`config.mk`:
```
export PLATFORM = sky130hd
export DESIGN_NAME = pll_reset_sequencer_flat
export DESIGN_NICKNAME = d
export VERILOG_FILES = /design/src/rtl/pll_reset_sequencer_if.sv /design/src/rtl/pll_reset_sequencer.sv /design/src/flat_wrapper.sv
export SDC_FILE = /design/constraint.sdc
export NUM_CORES = 1
export LEC_CHECK = 0
export ABC_AREA = 1
export ABC_CLOCK_PERIOD_IN_PS = 2000
export BUFFER_PORTS_ARGS = -buffer_cell sky130_fd_sc_hd__buf_4
export CORE_ASPECT_RATIO = 1.4
export CORE_MARGIN = 1.5
export CORE_UTILIZATION = 30
export CTS_BUF_LIST = sky130_fd_sc_hd__clkbuf_4 sky130_fd_sc_hd__clkbuf_8
export DETAILED_ROUTE_END_ITERATION = 10
export GPL_ROUTABILITY_DRIVEN = 0
export GPL_TIMING_DRIVEN = 1
export SLEW_MARGIN = 15
export SYNTH_ARGS = -nofsm -noshare
export SYNTH_HDL_FRONTEND = slang
export SYNTH_SLANG_ARGS = --single-unit
```
`constraint.sdc`:
```
create_clock -name clock_in -period 2 [get_ports clock_in]
set_clock_uncertainty 0.15 [all_clocks]
set_input_delay 0.1 -clock clock_in [delete_from_list [all_inputs] [get_ports clock_in]]
set_output_delay 0.1 -clock clock_in [all_outputs]
set_load 0.02 [all_outputs]
```
`src/rtl/pll_reset_sequencer_if.sv`:
```
// Signal bundle between the PLL lock source / SDR status readback and the reset sequencer.
// The sequencer side uses the slave modport; whoever drives lock and soft reset uses master.
interface pll_reset_sequencer_if;
  logic       locked;
  logic       soft_reset;
  logic       reset_out_n;
  logic       ready;
  logic [1:0] state;
  logic [7:0] lock_loss_count;
  logic [7:0] glitch_count;

  modport master (
    output locked,
    output soft_reset,
    input  reset_out_n,
    input  ready,
    input  state,
    input  lock_loss_count,
    input  glitch_count
  );

  modport slave (
    input  locked,
    input  soft_reset,
    output reset_out_n,
    output ready,
    output state,
    output lock_loss_count,
    output glitch_count
  );
endinterface

```
`src/rtl/pll_reset_sequencer.sv`:
```
// Datapath reset generator for the PLL output clock domain: waits for lock to be stable,
// holds reset for a fixed interval, drops back to reset on lock loss, and counts lock events.
module pll_reset_sequencer #(
  parameter int SYNC_STAGES        = 2,
  parameter int LOCK_STABLE_CYCLES = 1024,
  parameter int RESET_HOLD_CYCLES  = 16,
  parameter int CNT_W              = 11
) (
  input  logic                 clock_in,
  input  logic                 reset_n,
  pll_reset_sequencer_if.slave bus
);

  typedef enum logic [1:0] {
    IDLE      = 2'd0,
    STABILIZE = 2'd1,
    HOLD      = 2'd2,
    RUN       = 2'd3
  } state_t;

  localparam logic [CNT_W-1:0] STABLE_LAST = CNT_W'(LOCK_STABLE_CYCLES - 1);
  localparam logic [CNT_W-1:0] HOLD_LAST   = CNT_W'(RESET_HOLD_CYCLES - 1);
  localparam logic [CNT_W-1:0] CNT_ONE     = CNT_W'(1);
  localparam logic [7:0]       SAT_MAX     = 8'hFF;

  logic [SYNC_STAGES-1:0] r_sync;
  logic                   w_lockedS;
  state_t                 r_state;
  state_t                 w_nextState;
  logic [CNT_W-1:0]       r_cnt;
  logic [CNT_W-1:0]       w_cntNext;
  logic                   w_glitchEvt;
  logic                   w_lockLossEvt;
  logic                   r_resetOutN;
  logic                   r_ready;
  logic [7:0]             r_lockLossCount;
  logic [7:0]             r_glitchCount;

  // locked is asynchronous to clock_in; this chain is its only sampling point
  always_ff @(posedge clock_in or negedge reset_n) begin
    if (!reset_n) begin
      r_sync <= '0;
    end else begin
      r_sync <= {r_sync[SYNC_STAGES-2:0], bus.locked};
    end
  end

  assign w_lockedS = r_sync[SYNC_STAGES-1];

  always_ff @(posedge clock_in or negedge reset_n) begin
    if (!reset_n) begin
      r_state <= IDLE;
      r_cnt   <= '0;
    end else begin
      r_state <= w_nextState;
      r_cnt   <= w_cntNext;
    end
  end

  // Lock loss is tested first in every state so it always beats soft_reset
  always_comb begin
    w_nextState   = r_state;
    w_cntNext     = r_cnt;
    w_glitchEvt   = 1'b0;
    w_lockLossEvt = 1'b0;
    case (r_state)
      IDLE: begin
        w_cntNext = '0;
        if (w_lockedS) begin
          w_nextState = STABILIZE;
        end
      end
      STABILIZE: begin
        if (!w_lockedS) begin
          w_nextState = IDLE;
          w_cntNext   = '0;
          w_glitchEvt = 1'b1;
        end else if (r_cnt == STABLE_LAST) begin
          w_nextState = HOLD;
          w_cntNext   = '0;
        end else begin
          w_cntNext = r_cnt + CNT_ONE;
        end
      end
      HOLD: begin
        if (!w_lockedS) begin
          w_nextState = IDLE;
          w_cntNext   = '0;
        end else if (bus.soft_reset) begin
          w_cntNext = '0;
        end else if (r_cnt == HOLD_LAST) begin
          w_nextState = RUN;
          w_cntNext   = '0;
        end else begin
          w_cntNext = r_cnt + CNT_ONE;
        end
      end
      RUN: begin
        w_cntNext = '0;
        if (!w_lockedS) begin
          w_nextState   = IDLE;
          w_lockLossEvt = 1'b1;
        end else if (bus.soft_reset) begin
          w_nextState = HOLD;
        end
      end
      default: begin
        w_nextState = IDLE;
        w_cntNext   = '0;
      end
    endcase
  end

  // Registered from next state so the reset edge coincides with the state change
  always_ff @(posedge clock_in or negedge reset_n) begin
    if (!reset_n) begin
      r_resetOutN <= 1'b0;
      r_ready     <= 1'b0;
    end else begin
      r_resetOutN <= (w_nextState == RUN);
      r_ready     <= (w_nextState == RUN);
    end
  end

  always_ff @(posedge clock_in or negedge reset_n) begin
    if (!reset_n) begin
      r_lockLossCount <= '0;
      r_glitchCount   <= '0;
    end else begin
      if (w_lockLossEvt && (r_lockLossCount != SAT_MAX)) begin
        r_lockLossCount <= r_lockLossCount + 8'd1;
      end
      if (w_glitchEvt && (r_glitchCount != SAT_MAX)) begin
        r_glitchCount <= r_glitchCount + 8'd1;
      end
    end
  end

  assign bus.reset_out_n     = r_resetOutN;
  assign bus.ready           = r_ready;
  assign bus.state           = r_state;
  assign bus.lock_loss_count = r_lockLossCount;
  assign bus.glitch_count    = r_glitchCount;

endmodule
```
`src/flat_wrapper.sv`:
```
// flat-port wrapper written by rule: the top's interface ports become plain ports
module pll_reset_sequencer_flat 
#(
  parameter int SYNC_STAGES        = 2,
  parameter int LOCK_STABLE_CYCLES = 1024,
  parameter int RESET_HOLD_CYCLES  = 16,
  parameter int CNT_W              = 11
)
  (clock_in, reset_n, bus_locked, bus_soft_reset, bus_reset_out_n, bus_ready, bus_state, bus_lock_loss_count, bus_glitch_count);
  pll_reset_sequencer_if bus_i ();
  input  logic clock_in;
  input  logic reset_n;
  input wire logic [$bits(bus_i.locked)-1:0] bus_locked;
  input wire logic [$bits(bus_i.soft_reset)-1:0] bus_soft_reset;
  output wire logic [$bits(bus_i.reset_out_n)-1:0] bus_reset_out_n;
  output wire logic [$bits(bus_i.ready)-1:0] bus_ready;
  output wire logic [$bits(bus_i.state)-1:0] bus_state;
  output wire logic [$bits(bus_i.lock_loss_count)-1:0] bus_lock_loss_count;
  output wire logic [$bits(bus_i.glitch_count)-1:0] bus_glitch_count;
  assign bus_i.locked = bus_locked;
  assign bus_i.soft_reset = bus_soft_reset;
  assign bus_reset_out_n = bus_i.reset_out_n;
  assign bus_ready = bus_i.ready;
  assign bus_state = bus_i.state;
  assign bus_lock_loss_count = bus_i.lock_loss_count;
  assign bus_glitch_count = bus_i.glitch_count;
  pll_reset_sequencer #(.SYNC_STAGES(SYNC_STAGES), .LOCK_STABLE_CYCLES(LOCK_STABLE_CYCLES), .RESET_HOLD_CYCLES(RESET_HOLD_CYCLES), .CNT_W(CNT_W)) u_core (.clock_in(clock_in), .reset_n(reset_n), .bus(bus_i));
endmodule
```
## After elaboration in Yosys (flattened, before gate mapping)

Cells that the tools add are included.

| operators by class | value |
|---|---|
| add/sub/neg operators | 3 |
| eq/ne operators | 8 |
| muxes and demuxes | 18 |
| reductions and logical operators | 4 |

Operator list:

| operator | count |
|---|---|
| two-way mux 11 bit | 5 |
| case mux 11 bit (3 select lines) | 1 |
| adder 8 x 1 -> 8 bit, second input constant | 2 |
| two-way mux 2 bit | 8 |
| inequality test 8 bit, second input constant | 2 |
| adder 11 x 1 -> 11 bit, second input constant | 1 |
| equality test 11 x 10 -> 1 bit, second input constant | 1 |
| equality test 11 x 4 -> 1 bit, second input constant | 1 |
| case mux 2 bit (4 select lines) | 1 |
| equality test 2 bit, second input constant | 3 |
| two-way mux 1 bit | 3 |
| equality test 2 x 1 -> 1 bit, second input constant | 1 |
| logical AND 1 bit | 2 |
| logical NOT 2 bit | 1 |
| OR reduction 2 bit | 1 |

| word-level totals | value |
|---|---|
| bits in registers | 32 |
| output and inout port bits | 20 |

## Longest topological paths before layout

Gate-level depths: netlist of run 1.

| depth | value |
|---|---|
| depth in word-level cells | 6 |
| depth in mapped cells | 8 |
| gate-level depth less buffers | 8 |

## Worst setup path after synthesis of run 1

No wires, ideal clock.

| path | value |
|---|---|
| path kind | register -> register |
| start point | register u_core.r_glitchCount[0] (netlist: u_core.bus.glitch_count[0]) |
| end point | register u_core.r_glitchCount[3] (netlist: u_core.bus.glitch_count[3]) |
| setup time | 117 ps |
| arrival time | 1321 ps |
| required time | 1733 ps |
| path slack | 412 ps |
| stages on the path, launching flop included | 9 |
| buffers on the path | 1 |
| period minus slack after synthesis | 1588 ps |
| path through | dfrtp_1 ha_1 nand2_1 nor2_2 a21oi_2 buf_4 nand2_1 nand2_1 nand2_1 |

| between the ends | value |
|---|---|
| word-level cells in the longest chain between the ends | 2 |

Ends and longest elaborated chain:

| what | line | text |
|---|---|---|
| from (decl) | pll_reset_sequencer.sv:37 | `logic [7:0] r_glitchCount;` |
| from (signal assigned) | pll_reset_sequencer.sv:134 | `r_glitchCount <= r_glitchCount + 8'd1;` |
| branches (longest 2 deep; another with adder 8 x 1 -> 8 bit) | -- |  |

Parallel ways; which one is timed is not known.
A chain may end at the register's enable or synchronous reset.

## Final worst setup path of run 1

| path | value |
|---|---|
| start point | register u_core.r_glitchCount[0] (netlist: u_core.bus.glitch_count[0]) |
| end point | register u_core.r_glitchCount[2] (netlist: u_core.bus.glitch_count[2]) |

Same word-level chain as after synthesis.

==> impl_metrics.py, run 1 <==
metrics = {
    "run_status": {
        "status": "finished, final reports clean",
    },
    "yosys": {
        "synth.yosys.warnings": 0,
        "syn_avg_cell_area_um2": 8.430,
        "synth_top_area_cell": "dfrtp_1",
        "ys_types": 25,
        "netlist_top_cells_area": "dfrtp_1 (46%), nand2_1 (12%), xor2_1 (5.5%)",
        "synth-edff-count": 0,
        "synth_commonest_cells": "nand2_1 (57), dfrtp_1 (32), inv_1 (21)",
        "ys_ff_latch": 32,
        "ys_async_sr_fraction_pct": 100.0,
        "synth_top_area_share_pct": 46.11,
        "synthFlopType": "dfrtp_1",
        "yosysSeqAreaShare_pct": 46.11,
        "synthesis.nets": 213,
        "syn_inst": 206,
        "post-synth-top-count-cell": "nand2_1",
        "syn_area_um2": 1737,
    },
    "drt": {
        "first_pass_iters": 4,
        "vias": 1345,
        "post-route-drc-count": 0,
        "wl_um": 3236,
        "avgRoutedWirePerCell_um": 10.61,
        "ant_nets": 0,
        "drtIter0Drc": 54,
        "post_drt_via_cell_ratio": 4.410,
    },
    "grt": {
        "antenna_found_initial": 0,
        "grt_start_max_net_pins": 33,
        "grt_pass1_wl_um": 5837,
        "grt_use_total_pct": 12.30,
        "grt_pass1_vias": 1362,
        "grt_overflow": 0,
    },
    "floorplanning": {
        "ioPinCount": 24,
        "die-area_um2": 6261,
        "die_w_um": 67.31,
        "rows": 32,
        "start_util_pct": 31.21,
        "coreArea_um2": 5565,
        "dieHeight_um": 93.03,
    },
    "clocking": {
        "cts.path.max_buffers": 2,
        "htreeDepth": 2,
        "cts_sinks": 32,
        "cts_buffers": 5,
        "root_buffer": "clkbuf_8",
        "cts_hold_buffers": 3,
        "clock_latency_ns": 0.28,
        "ctsResizeCount": 0,
        "cts_setup_buffers": 0,
        "worst_setup_hold_path_clk_slew_ns": 0.07,
        "cts_tree": "yes",
    },
    "sta": {
        "hold_viol": 0,
        "setup_slack_ns": 0.2663,
        "fin_crit_ns": 1.734,
        "slew_viol_final": 0,
        "fin_hold_ws_ns": 0.1398,
        "post-route-period-util_pct": 86.69,
        "rsz0062_at_grt": "no",
        "slew_headroom_pct": 67.31,
        "tightest_slew_ns": 0.4904,
        "setup_viol": 0,
        "fmax_ghz": 0.5768,
        "tns_ns": 0,
    },
    "layout": {
        "num_antenna_cells": 0,
        "design_area_um2": 2091,
        "final-instance-count-excl-fill": 305,
        "final_layout_size_suffix_gt1_share_pct": 27.00,
        "area_growth_pct": 20.39,
        "nNetsFinal": 244,
    },
    "critical_path": {
        "end_kind": "flop",
        "worst-endpoint-required_ns": 2.01,
        "critPathKind": "flop to flop",
        "critPathLaunchType": "flop",
        "reg2reg_slack_ns": 0.27,
        "cp_data_arrival_time_ns": 1.75,
        "r2r_end": "u_core.bus.glitch_count[2]",
        "rr_worst_depth": 7,
        "r2r-start": "u_core.bus.glitch_count[0]",
        "path_max_fanout": 11,
    },
    "power": {
        "switchingPower_uw": 530.7,
        "comb_power_share_pct": 22.2,
        "p_seq_share_pct": 48.5,
        "cellLeakagePower_nw": 1.054,
        "intPower_mw": 1.102,
        "power_density_nw_per_um2": 781.1,
        "p_clk_share_pct": 29.2,
        "swShare_pct": 32.50,
        "ir_drop_mv": 0.5268,
    },
    "min_path": {
        "hold_class": "input port to asynchronous set/reset pin",
    },
    "placement": {
        "placed_cells": 295,
        "place_hpwl_um": 2417,
        "numPortBuffers": 23,
        "dpl_cell_area_um2": 1979,
        "preCtsSetupSlack_ns": 0.2734,
    },
    "job": {
        "drv_cap": 0,
    },
}
==> cell usage in the layout, fill, tap and decap left out <==
cell type,n
o21ai_2,2
o21ai_0,1
clkbuf_4,1
xnor2_1,6
dfrtp_1,32
nor2_1,15
nand2_2,7
inv_1,21
clkbuf_8,5
a21oi_2,1
nand3_2,3
o21ai_1,6
nor3_4,2
ha_1,3
inv_4,1
nand2_4,1
nor3_1,5
nand4_1,2
inv_2,5
nand3_1,10
a31o_1,1
clkinv_2,1
buf_4,23
xor2_1,11
inv_6,1
dlygate4sd3_1,3
nand2_1,57
nor3_2,2
nor2_2,9
==> sequential cells by signal, indices dropped and copies added, names as in the netlist <==
register and count:
u_core.r_cnt 11, u_core.bus.glitch_count 8, u_core.bus.lock_loss_count 8, u_core.bus.state 2
u_core.r_sync 2, u_core.bus.reset_out_n 1
==> worst max-delay path, cell delays in order (launching register included) <==
cell and delay (ns):
dfrtp_1 0.41, ha_1 0.25, nand2_1 0.08, nor2_2 0.05, a21oi_2 0.41, inv_2 0.12
nand2_1 0.08, o21ai_1 0.06
==> cell type report <==
type | count | area, um2
Fill cell | 579 | 3475
Tap cell | 68 | 85.08
Sequential cell | 32 | 800.8
Clock buffer | 6 | 76.32
Timing Repair Buffer | 26 | 202.7
Clock inverter | 1 | 5.005
Multi-Input combinational cell | 144 | 808.3
Inverter | 28 | 112.6
==> stage by stage <==
stage	power, mW	utilization [%]
floorplan	1.015	-
global placement	1.163	35.57
detailed placement	1.166	35.57
CTS	1.661	37.57
global route	1.747	37.57
finish	1.633	37.57
==> cell families after synthesis <==
group | after synthesis | share of synthesized area, %
XOR/XNOR | 17 | 8.573
AO/OA/AOI/OAI | 11 | 4.035
flip-flops | 32 | 46.11
buffers and inverters | 30 | 7.349
AND/OR/NAND/NOR | 113 | 31.77
adder cells (fa/ha/maj) | 3 | 2.162
==> per-layer routing <==
layer / global-route usage (%) / wire length (um) / vias to the layer above
met5: 0 / 0 / -
met4: 5.612 / 72 / 0
met3: 3.249 / 145 / 6
met2: 21.04 / 1580 / 29
met1: 13.93 / 1437 / 617
li1: - / - / 693
==> worst max path at each step <==
stage | startpoint | to | depth (start not counted)
final | u_core.bus.glitch_count[0] | u_core.bus.glitch_count[2] | 7
after global routing | u_core.bus.glitch_count[0] | u_core.bus.glitch_count[2] | 7
after CTS | u_core.bus.glitch_count[0] | u_core.bus.glitch_count[2] | 7
after detailed placement | u_core.bus.glitch_count[0] | u_core.bus.glitch_count[2] | 7
after global placement | u_core.bus.glitch_count[0] | u_core.bus.glitch_count[2] | 7
after floorplan | u_core.bus.glitch_count[0] | u_core.bus.glitch_count[3] | 8
==> power by group through the flow <==
| stage | registers (mW) | logic [mW] | clock network, mW |
|---|---|---|---|
| floorplan | 0.854 | 0.162 | 0 |
| global placement | 0.806 | 0.357 | 0 |
| detailed placement | 0.803 | 0.363 | 0 |
| CTS | 0.794 | 0.368 | 0.499 |
| global route | 0.806 | 0.405 | 0.536 |
| finish | 0.793 | 0.363 | 0.477 |
Note: power is estimated with default switching activity, not from simulation.
==> run 2: changes to the inputs <==
--- a/config.mk
+++ b/config.mk
@@ -8,9 +8,8 @@
 export ABC_AREA = 1
 export ABC_CLOCK_PERIOD_IN_PS = 2000
 export BUFFER_PORTS_ARGS = -buffer_cell sky130_fd_sc_hd__buf_4
-export CORE_ASPECT_RATIO = 1.4
 export CORE_MARGIN = 1.5
-export CORE_UTILIZATION = 30
+export CORE_UTILIZATION = 41
 export CTS_BUF_LIST = sky130_fd_sc_hd__clkbuf_4 sky130_fd_sc_hd__clkbuf_8
 export DETAILED_ROUTE_END_ITERATION = 10
 export GPL_ROUTABILITY_DRIVEN = 0
==> impl_metrics.py, run 2 (same netlist as run 1, synthesis figures left out) <==
metrics = {
    "run_status": {
        "status": "finished, final reports clean",
    },
    "grt": {
        "grt_pass1_vias": 1221,
        "grt_overflow": 0,
        "grt_pass1_wl_um": 5347,
        "grt_start_max_net_pins": 33,
        "grt_use_total_pct": 15.70,
        "antenna_found_initial": 0,
    },
    "layout": {
        "largest_register_ffs": 11,
        "nNetsFinal": 244,
        "fill_cells": 398,
        "num_antenna_cells": 0,
        "top_register": "u_core.r_cnt",
        "fin_util_pct": 51.61,
        "mostFrequentLayoutCell": "nand2_1",
        "final_layout_size_suffix_gt1_share_pct": 27.31,
        "final_cell_mix": "nand2_1 (57), dfrtp_1 (32), buf_4 (23)",
        "area_growth_pct": 19.74,
    },
    "drt": {
        "routed.top_layer": "met4",
        "wl_um": 3024,
        "avgRoutedWirePerCell_um": 10.50,
        "wl_met2_um": 1329,
        "post-route-drc-count": 0,
        "first_pass_iters": 4,
        "wl_met3_um": 115,
        "post_drt_via_cell_ratio": 4.563,
        "ant_nets": 0,
        "drtIter0Drc": 61,
        "vias": 1314,
        "wl_met1_um": 1518,
    },
    "sta": {
        "rsz0062_at_grt": "no",
        "hold_viol": 0,
        "tightest_slew_ns": 0.5024,
        "post-route-period-util_pct": 85.99,
        "slew_viol_final": 0,
        "slew_headroom_pct": 66.51,
        "fmax_ghz": 0.5814,
        "fin_crit_ns": 1.720,
        "setup_viol": 0,
        "tns_ns": 0,
    },
    "clocking": {
        "clock_latency_ns": 0.28,
        "cts_tree": "yes",
        "cts_buffers": 5,
        "cts_hold_buffers": 3,
        "root_buffer": "clkbuf_8",
        "htreeDepth": 2,
        "ctsResizeCount": 0,
        "cts.path.max_buffers": 2,
        "worst_setup_hold_path_clk_slew_ns": 0.07,
        "cts_sinks": 32,
        "cts_setup_buffers": 0,
    },
    "placement": {
        "numPortBuffers": 23,
        "place_hpwl_um": 2145,
    },
    "floorplanning": {
        "coreArea_um2": 4029,
        "die_w_um": 68.08,
        "ioPinCount": 24,
        "dieHeight_um": 68.08,
        "start_util_pct": 43.11,
        "rows": 23,
        "die-area_um2": 4635,
    },
    "power": {
        "cellLeakagePower_nw": 1.061,
        "ir_drop_mv": 0.4451,
        "finalPower_mw": 1.658,
        "power_density_nw_per_um2": 797.3,
    },
    "critical_path": {
        "critPathLaunchType": "flop",
        "cp_data_arrival_time_ns": 1.74,
        "path_max_fanout": 11,
        "worst-endpoint-required_ns": 2.02,
        "critPathKind": "flop to flop",
        "end_kind": "flop",
    },
    "job": {
        "drv_cap": 0,
    },
    "min_path": {
        "hold_class": "input port to asynchronous set/reset pin",
    },
}
## run 2: cell types whose count changed in the layout (fill, tap and decap cells not counted), sizes merged
cell    change
clkinv      +1
## run 2: per-stage QoR
step | area (um2) | std cells | setup slack, ns | hold WS, ns
after global placement | 1957 | 277 | 0.3288 | -0.08321
after CTS | 2079 | 288 | 0.2792 | 0.1532
final | 2079 | 288 | 0.2801 | 0.1409
after floorplan | 1737 | 206 | 0.4118 | -0.3456
after global routing | 2079 | 288 | 0.1284 | 0.1814
after detailed placement | 1957 | 277 | 0.2940 | -0.08179
## run 2: final cells by class
cell class | instances | area, um2 | share of cell area, %
flip-flops and latches | 32 | 800.8 | 38.51
clock buffers | 6 | 82.58 | 3.971
well taps | 50 | 62.56 | 3.008
multi-input cells | 144 | 808.3 | 38.87
inverters | 28 | 112.6 | 5.415
clock inverters | 2 | 10.01 | 0.4813
repair buffers | 26 | 202.7 | 9.747
## run 2: worst paths after layout
| path | end | startpoint | slack, ns | depth (start not counted) |
|---|---|---|---|---|
| min | u_core.bus.lock_loss_count[4] | reset_n | 0.14 | 2 |
| min in group clock_in | u_core.r_sync[1] | u_core.r_sync[0] | 0.20 | 0 |
| max reg2reg | u_core.bus.glitch_count[2] | u_core.bus.glitch_count[0] | 0.28 | 7 |
| min reg2reg | u_core.r_sync[1] | u_core.r_sync[0] | 0.20 | 0 |
| max | u_core.bus.glitch_count[2] | u_core.bus.glitch_count[0] | 0.28 | 7 |
| max in group asynchronous | u_core.r_cnt[6] | reset_n | 1.26 | 2 |
## run 2: worst max-delay path, stage by stage, from the launching register on
cell	delay (ns)
dfrtp_1	0.42
ha_1	0.25
nand2_1	0.08
nor2_2	0.05
a21oi_2	0.41
inv_2	0.12
nand2_1	0.07
o21ai_1	0.06
## run 2: where the power goes
part           switching [mW]  internal [mW]  total, mW
clock network           0.241          0.274      0.515
logic                   0.208          0.146      0.354
registers              0.0823          0.707      0.789
total                   0.531           1.13       1.66
## run 2: metal layers
metal / vias to the layer above / global-route usage [%]
met3: 7 / 4.441
met5: - / 0
li1: 699 / -
met2: 24 / 24.27
met4: 0 / 6.750
met1: 584 / 20.50
